## src/rtl/regfile_read_unit_pkg.sv

```systemverilog
// Shared types and constants for the register file read unit.
// Holds the default geometry (32 x 32-bit registers), the hard-wired zero
// register address, and the address/word typedefs reused by decode and
// write-back logic.
package regfile_read_unit_pkg;

    localparam int REG_N  = 32;
    localparam int REG_AW = 5;

    typedef logic [REG_AW-1:0] regaddr_t;
    typedef logic [REG_N-1:0]  word_t;

    localparam regaddr_t REG_ZERO_ADDR = '0;

endpackage

```

## src/rtl/regfile_read_unit_if.sv

```systemverilog
// Bus interface of the register file read unit.
// Groups the write port (LE/wa/Datain), the read request channel
// (req_valid/req_ready/ra/rb) and the response channel
// (rsp_valid/rsp_ready/QA/QB).
//   master : the datapath side (drives writes, requests, rsp_ready)
//   slave  : the register file (drives req_ready, rsp_valid, QA, QB)
interface regfile_read_unit_if
    import regfile_read_unit_pkg::*;
#(
    parameter int N  = REG_N,
    parameter int AW = REG_AW
);
    logic          LE;
    logic [AW-1:0] wa;
    logic [N-1:0]  Datain;
    logic          req_valid;
    logic          req_ready;
    logic [AW-1:0] ra;
    logic [AW-1:0] rb;
    logic          rsp_valid;
    logic          rsp_ready;
    logic [N-1:0]  QA;
    logic [N-1:0]  QB;

    modport master (
        output LE, wa, Datain, req_valid, ra, rb, rsp_ready,
        input  req_ready, rsp_valid, QA, QB
    );

    modport slave (
        input  LE, wa, Datain, req_valid, ra, rb, rsp_ready,
        output req_ready, rsp_valid, QA, QB
    );
endinterface

```

## src/rtl/regfile_read_mux.sv

```systemverilog
// Per-port read select: produces the value returned for one read address.
// Register 0 always yields zero. When REGFILE_BYPASS_EN is defined, a write
// to the same (nonzero) address in the same cycle is forwarded (write-first);
// otherwise the stored contents are returned (read-first).
// Ports:
//   addr   : read address
//   stored : current array contents at addr
//   we/wa/wdata : write port (only present with REGFILE_BYPASS_EN)
//   value  : selected read data
module regfile_read_mux
    import regfile_read_unit_pkg::*;
#(
    parameter int N  = REG_N,
    parameter int AW = REG_AW
) (
    input  logic [AW-1:0] addr,
    input  logic [N-1:0]  stored,
`ifdef REGFILE_BYPASS_EN
    input  logic          we,
    input  logic [AW-1:0] wa,
    input  logic [N-1:0]  wdata,
`endif
    output logic [N-1:0]  value
);

    always_comb begin
        value = stored;
`ifdef REGFILE_BYPASS_EN
        if (we && (wa != AW'(REG_ZERO_ADDR)) && (wa == addr)) begin
            value = wdata;
        end
`endif
        // Zero register wins over everything, including forwarding.
        if (addr == AW'(REG_ZERO_ADDR)) begin
            value = '0;
        end
    end

endmodule

```

## src/rtl/regfile_read_unit.sv

```systemverilog
// Register file read unit: 2^AW x N-bit registers, one write port, two read
// ports (A/B) behind a valid/ready request channel and a one-entry registered
// response stage. Register 0 reads as zero and is never written.
// Optional feature: define REGFILE_BYPASS_EN for same-cycle write forwarding.
// Ports:
//   clk : clock, all state changes on rising edge
//   Clr : synchronous active-high reset (clears registers and response stage)
//   bus : regfile_read_unit_if.slave (write port, request, response)
module regfile_read_unit
    import regfile_read_unit_pkg::*;
#(
    parameter int N  = REG_N,
    parameter int AW = REG_AW
) (
    input  logic                      clk,
    input  logic                      Clr,
    regfile_read_unit_if.slave        bus
);

    localparam int NREG = 1 << AW;

    logic [N-1:0]  regs_q [NREG];
    logic [N-1:0]  regs_d [NREG];

    logic          rsp_valid_q, rsp_valid_d;
    logic [N-1:0]  qa_q, qa_d;
    logic [N-1:0]  qb_q, qb_d;

    logic          accept;
    logic [AW-1:0] rd_addr  [2];
    logic [N-1:0]  rd_value [2];

    // Write port; entry 0 is held at zero so it never stores anything.
    always_comb begin
        regs_d[0] = '0;
        for (int i = 1; i < NREG; i++) begin
            regs_d[i] = regs_q[i];
            if (bus.LE && (bus.wa == AW'(i))) begin
                regs_d[i] = bus.Datain;
            end
        end
    end

    always_ff @(posedge clk) begin
        for (int i = 0; i < NREG; i++) begin
            if (Clr) begin
                regs_q[i] <= '0;
            end else begin
                regs_q[i] <= regs_d[i];
            end
        end
    end

    // Read ports A (0) and B (1) share one select implementation.
    assign rd_addr[0] = bus.ra;
    assign rd_addr[1] = bus.rb;

    generate
        for (genvar gi = 0; gi < 2; gi++) begin : g_port
            regfile_read_mux #(
                .N  (N),
                .AW (AW)
            ) u_mux (
                .addr   (rd_addr[gi]),
                .stored (regs_q[rd_addr[gi]]),
`ifdef REGFILE_BYPASS_EN
                .we     (bus.LE),
                .wa     (bus.wa),
                .wdata  (bus.Datain),
`endif
                .value  (rd_value[gi])
            );
        end
    endgenerate

    // Output stage: accept whenever the slot is empty or is being drained.
    assign bus.req_ready = !rsp_valid_q || bus.rsp_ready;
    assign accept        = bus.req_valid && bus.req_ready;

    always_comb begin
        rsp_valid_d = rsp_valid_q;
        qa_d        = qa_q;
        qb_d        = qb_q;
        if (accept) begin
            rsp_valid_d = 1'b1;
            qa_d        = rd_value[0];
            qb_d        = rd_value[1];
        end else if (bus.rsp_ready) begin
            // Consumed with nothing new; data is left as-is (don't-care).
            rsp_valid_d = 1'b0;
        end
    end

    always_ff @(posedge clk) begin
        if (Clr) begin
            rsp_valid_q <= 1'b0;
            qa_q        <= '0;
            qb_q        <= '0;
        end else begin
            rsp_valid_q <= rsp_valid_d;
            qa_q        <= qa_d;
            qb_q        <= qb_d;
        end
    end

    assign bus.rsp_valid = rsp_valid_q;
    assign bus.QA        = qa_q;
    assign bus.QB        = qb_q;

endmodule

```

## src/flat_wrapper.sv

```systemverilog
// flat-port wrapper written by rule: the top's interface ports become plain ports
module regfile_read_unit_flat import regfile_read_unit_pkg::*;
#(
    parameter int N  = REG_N,
    parameter int AW = REG_AW
)
  (clk, Clr, bus_LE, bus_wa, bus_Datain, bus_req_valid, bus_ra, bus_rb, bus_rsp_ready, bus_req_ready, bus_rsp_valid, bus_QA, bus_QB);
  regfile_read_unit_if #(.N(N), .AW(AW)) bus_i ();
  input  logic clk;
  input  logic Clr;
  input wire logic [$bits(bus_i.LE)-1:0] bus_LE;
  input wire logic [$bits(bus_i.wa)-1:0] bus_wa;
  input wire logic [$bits(bus_i.Datain)-1:0] bus_Datain;
  input wire logic [$bits(bus_i.req_valid)-1:0] bus_req_valid;
  input wire logic [$bits(bus_i.ra)-1:0] bus_ra;
  input wire logic [$bits(bus_i.rb)-1:0] bus_rb;
  input wire logic [$bits(bus_i.rsp_ready)-1:0] bus_rsp_ready;
  output wire logic [$bits(bus_i.req_ready)-1:0] bus_req_ready;
  output wire logic [$bits(bus_i.rsp_valid)-1:0] bus_rsp_valid;
  output wire logic [$bits(bus_i.QA)-1:0] bus_QA;
  output wire logic [$bits(bus_i.QB)-1:0] bus_QB;
  assign bus_i.LE = bus_LE;
  assign bus_i.wa = bus_wa;
  assign bus_i.Datain = bus_Datain;
  assign bus_i.req_valid = bus_req_valid;
  assign bus_i.ra = bus_ra;
  assign bus_i.rb = bus_rb;
  assign bus_i.rsp_ready = bus_rsp_ready;
  assign bus_req_ready = bus_i.req_ready;
  assign bus_rsp_valid = bus_i.rsp_valid;
  assign bus_QA = bus_i.QA;
  assign bus_QB = bus_i.QB;
  regfile_read_unit #(.N(N), .AW(AW)) u_core (.clk(clk), .Clr(Clr), .bus(bus_i));
endmodule
```

## config.mk

```make
export PLATFORM = sky130hd
export DESIGN_NAME = regfile_read_unit_flat
export DESIGN_NICKNAME = d
export VERILOG_FILES = /design/src/rtl/regfile_read_unit_pkg.sv /design/src/rtl/regfile_read_unit_if.sv /design/src/rtl/regfile_read_mux.sv /design/src/rtl/regfile_read_unit.sv /design/src/flat_wrapper.sv
export SDC_FILE = /design/constraint.sdc
export NUM_CORES = 2
export LEC_CHECK = 0
export BUFFER_PORTS_ARGS = -buffer_cell sky130_fd_sc_hd__buf_2
export CAP_MARGIN = 25
export CORE_MARGIN = 4
export CORE_UTILIZATION = 45
export DETAILED_ROUTE_END_ITERATION = 7
export PLACE_DENSITY = 0.63
export SYNTH_ARGS = -nofsm -noshare
export SYNTH_HDL_FRONTEND = slang
export SYNTH_SLANG_ARGS = --single-unit
```

## constraint.sdc

```tcl
create_clock -name clk -period 5.35 [get_ports clk]
set_clock_uncertainty 0.15 [all_clocks]
set_input_delay 0.535 -clock clk [delete_from_list [all_inputs] [get_ports clk]]
set_output_delay 0.535 -clock clk [all_outputs]
set_load 0.005 [all_outputs]
```

==> flow_summary.toml <==
[floorplanning]
ios = 118
num_rows = 129
fp.dieH_um = 360.8
dieArea_um2 = 130100
start_util_pct = 45.29
core_um2 = 123600
die_w_um = 360.8

[route]
wl_per_cell_um = 35.11
first_pass_iters = 5
dr.first_iter.drc_count = 5089
routed_wl_um = 195100
vias_per_cell = 6.578
num_vias = 36550
drcViolationCount = 0
drtAntennaViolNets = 0

[pwr]
clkPwrFrac_pct = 39.7
combPwrFrac_pct = 11.7
leakagePower_nw = 21.49
p_int_mw = 15.18
irDropWorstVdd_mv = 0.2816
switchingPower_mw = 5.082
power_frac_seq_pct = 48.6
totalPowerFinal_mw = 20.26
p_sw_share_pct = 25.08
powerDensity_nw_per_um2 = 326.8

[worst_setup_path]
critPathKind = "reg2out"
crit_slowest_cell = "nor2_4"
arrival_ns = 2.43
cp_max_fo = 33
worstPathCellList = "nor2_4, and2_1, buf_2"
crit_family = "simple AND/OR/NAND/NOR gates"
crit_path_start_kind = "register"
critPathBufInv = 1
cp.required_ns = 4.66
slowest_delay_ns = 0.75
endpoint_kind = "output port"

[placement]
dpl-instance-area_um2 = 58180
pre_cts_ws_ns = 1.781
gp_congestion = 0.9202
numPortBuffers = 117
dp_hpwl_um = 119200

[synth]
synthArstFlopShare_pct = 0
synth-seq-cells = 1061
seq_area_frac_synth_pct = 55.66
synth_top_area_share_pct = 53.20
ys.flop_type = "edfxtp_1"
synthTopCellsByCount = "and2_1, edfxtp_1, mux4_2"
synth_most_common_cell = "and2_1"
syn_area_per_cell_um2 = 14.47
ys_warn_count = 0
syn-cell-area_um2 = 56000
ys_types = 55
synth.area.top_cells = "edfxtp_1, mux4_2, and2_1"
synth_edf_count = 992
syn-num-nets = 3923
netlist_instances = 3871
yosys.area.top_type = "edfxtp_1"

[cts]
htreeDepth = 3
cts_buffer_depth = 3
cts_setup_buffers = 0
cts_tree = "built"
clock-root-buffer = "clkbuf_16"
clkTransAtPathRegs_ns = 0.06
clk-insertion-delay-late_ns = 0.72
numCtsBuffers = 111
clock-sinks = 1061

[grt]
grt_pass1_vias = 36230
antenna_found_initial = 22
grt_usage_pct = 29.57
grt_max_degree = 73
grt_overflow = 0
grt_pass1_wl_um = 275300

[layout]
ff_latch_area_um2 = 31170
drive_gt1_share_pct = 26.68
layout.nets = 3860
multiInputGateArea_um2 = 23260
fillerInstances = 10400
postLayoutCellArea_um2 = 62010
area.growth.synth_to_final_pct = 10.74

[run]
cap_viol_max_count = 0

[status]
status = "finished, final reports clean"

[timing]
setup_ws_ns = 2.230
layout_worst_path_cycle_share_pct = 58.31
setup_violations = 0
hold_ws_ns = 0.07517
maxSlewHeadroom_pct = 26.31
tightestPinTransition_ns = 1.105
min_period_ns = 3.120
tns_ns = 0
hold_viol = 0
report.final.slew_viol_count = 0
rsz0062_at_grt = "no"
clock.fmax_mhz = 320.5

[worst_hold_path]
hp-class = "in2reg"
-- logic make-up (layout without fill, tap and decap cells) --
kind of cell / count (synthesis) / in the layout / synth area share, %
compound gates: 415 / 415 / 5.452
buf+inv: 415 / 449 / 3.575
flops: 1061 / 1061 / 55.66
mux: 658 / 658 / 21.25
other cells: 0 / 14 / 0
simple gates: 1322 / 1322 / 14.06
-- metal layers --
layer	vias to the layer above	track usage [%]	wire (um)	share of wire, %
met2	2468	44.73	87390	45
met1	18930	40.54	74780	38
met4	4	13.82	11160	5.7
met5	-	0.1816	25	0.013
met3	471	7.162	21700	11
li1	14670	-	-	-
-- path summary, 6_finish.rpt --
check	from	slack [ns]	to	cells past startpoint
hold reg to reg	register	0.31	register	1
setup reg to reg	u_core.bus.rsp_valid	2.64	register	6
hold / removal	bus_rsp_ready	0.08	u_core.bus.rsp_valid	3
setup / recovery	register	2.23	bus_QB[4]	3
-- area by class of cell --
class / count / area share [%]
Antenna cell: 14 / 0.05650
Multi-Input combinational cell: 2395 / 37.51
Clock buffer: 148 / 4.919
Clock inverter: 62 / 1.096
Tap cell: 1637 / 3.303
Sequential cell: 1061 / 50.27
Timing Repair Buffer: 236 / 2.833
Inverter: 3 / 0.01816
-- state kept, by name (all words and copies together) (netlist names), named ones only --
name / cells
u_core.bus.rsp_valid: 1
u_core.regs_q: 992
-- power groups by stage --
stage / registers, mW / clock network (mW) / logic [mW]
floorplan: 9.87 / 0 / 1.49
global placement: 9.98 / 0 / 2.31
detailed placement: 10.0 / 0 / 2.33
CTS: 9.82 / 8.10 / 2.34
global route: 9.88 / 8.46 / 2.44
finish: 9.84 / 8.05 / 2.37
-- repair_timing --
action	CTS	global route
resized for setup	0	0
hold buffers	1	0
endpoints found under the hold margin	1	0
-- cell usage in the layout, fill, tap and decap left out, types with 53 or more instances in the layout --
master | synthesis | final
mux2_2 | 145 | 145
clkbuf_16 | 0 | 114
dfxtp_1 | 69 | 69
buf_2 | 54 | 110
nand2_1 | 53 | 53
and2_1 | 1060 | 1058
nor2_1 | 111 | 76
mux4_2 | 409 | 409
buf_4 | 44 | 101
edfxtp_1 | 992 | 992
o22ai_1 | 53 | 53
mux2i_1 | 103 | 103
-- metrics by stage --
stage	instances	utilization [%]
6_report	5556	50.15
5_1_grt	5542	50.13
4_1_cts	5539	50.09
3_5_place_dp	5328	47.06
3_3_place_gp	5324	47.00
2_1_floorplan	3871	-
-- tightest hold or removal path: stages --
cell and delay (ns):
buf_2 0.07, nand2b_1 0.17, a21oi_1 0.10
No activity file was read; power rests on OpenSTA's default activity.
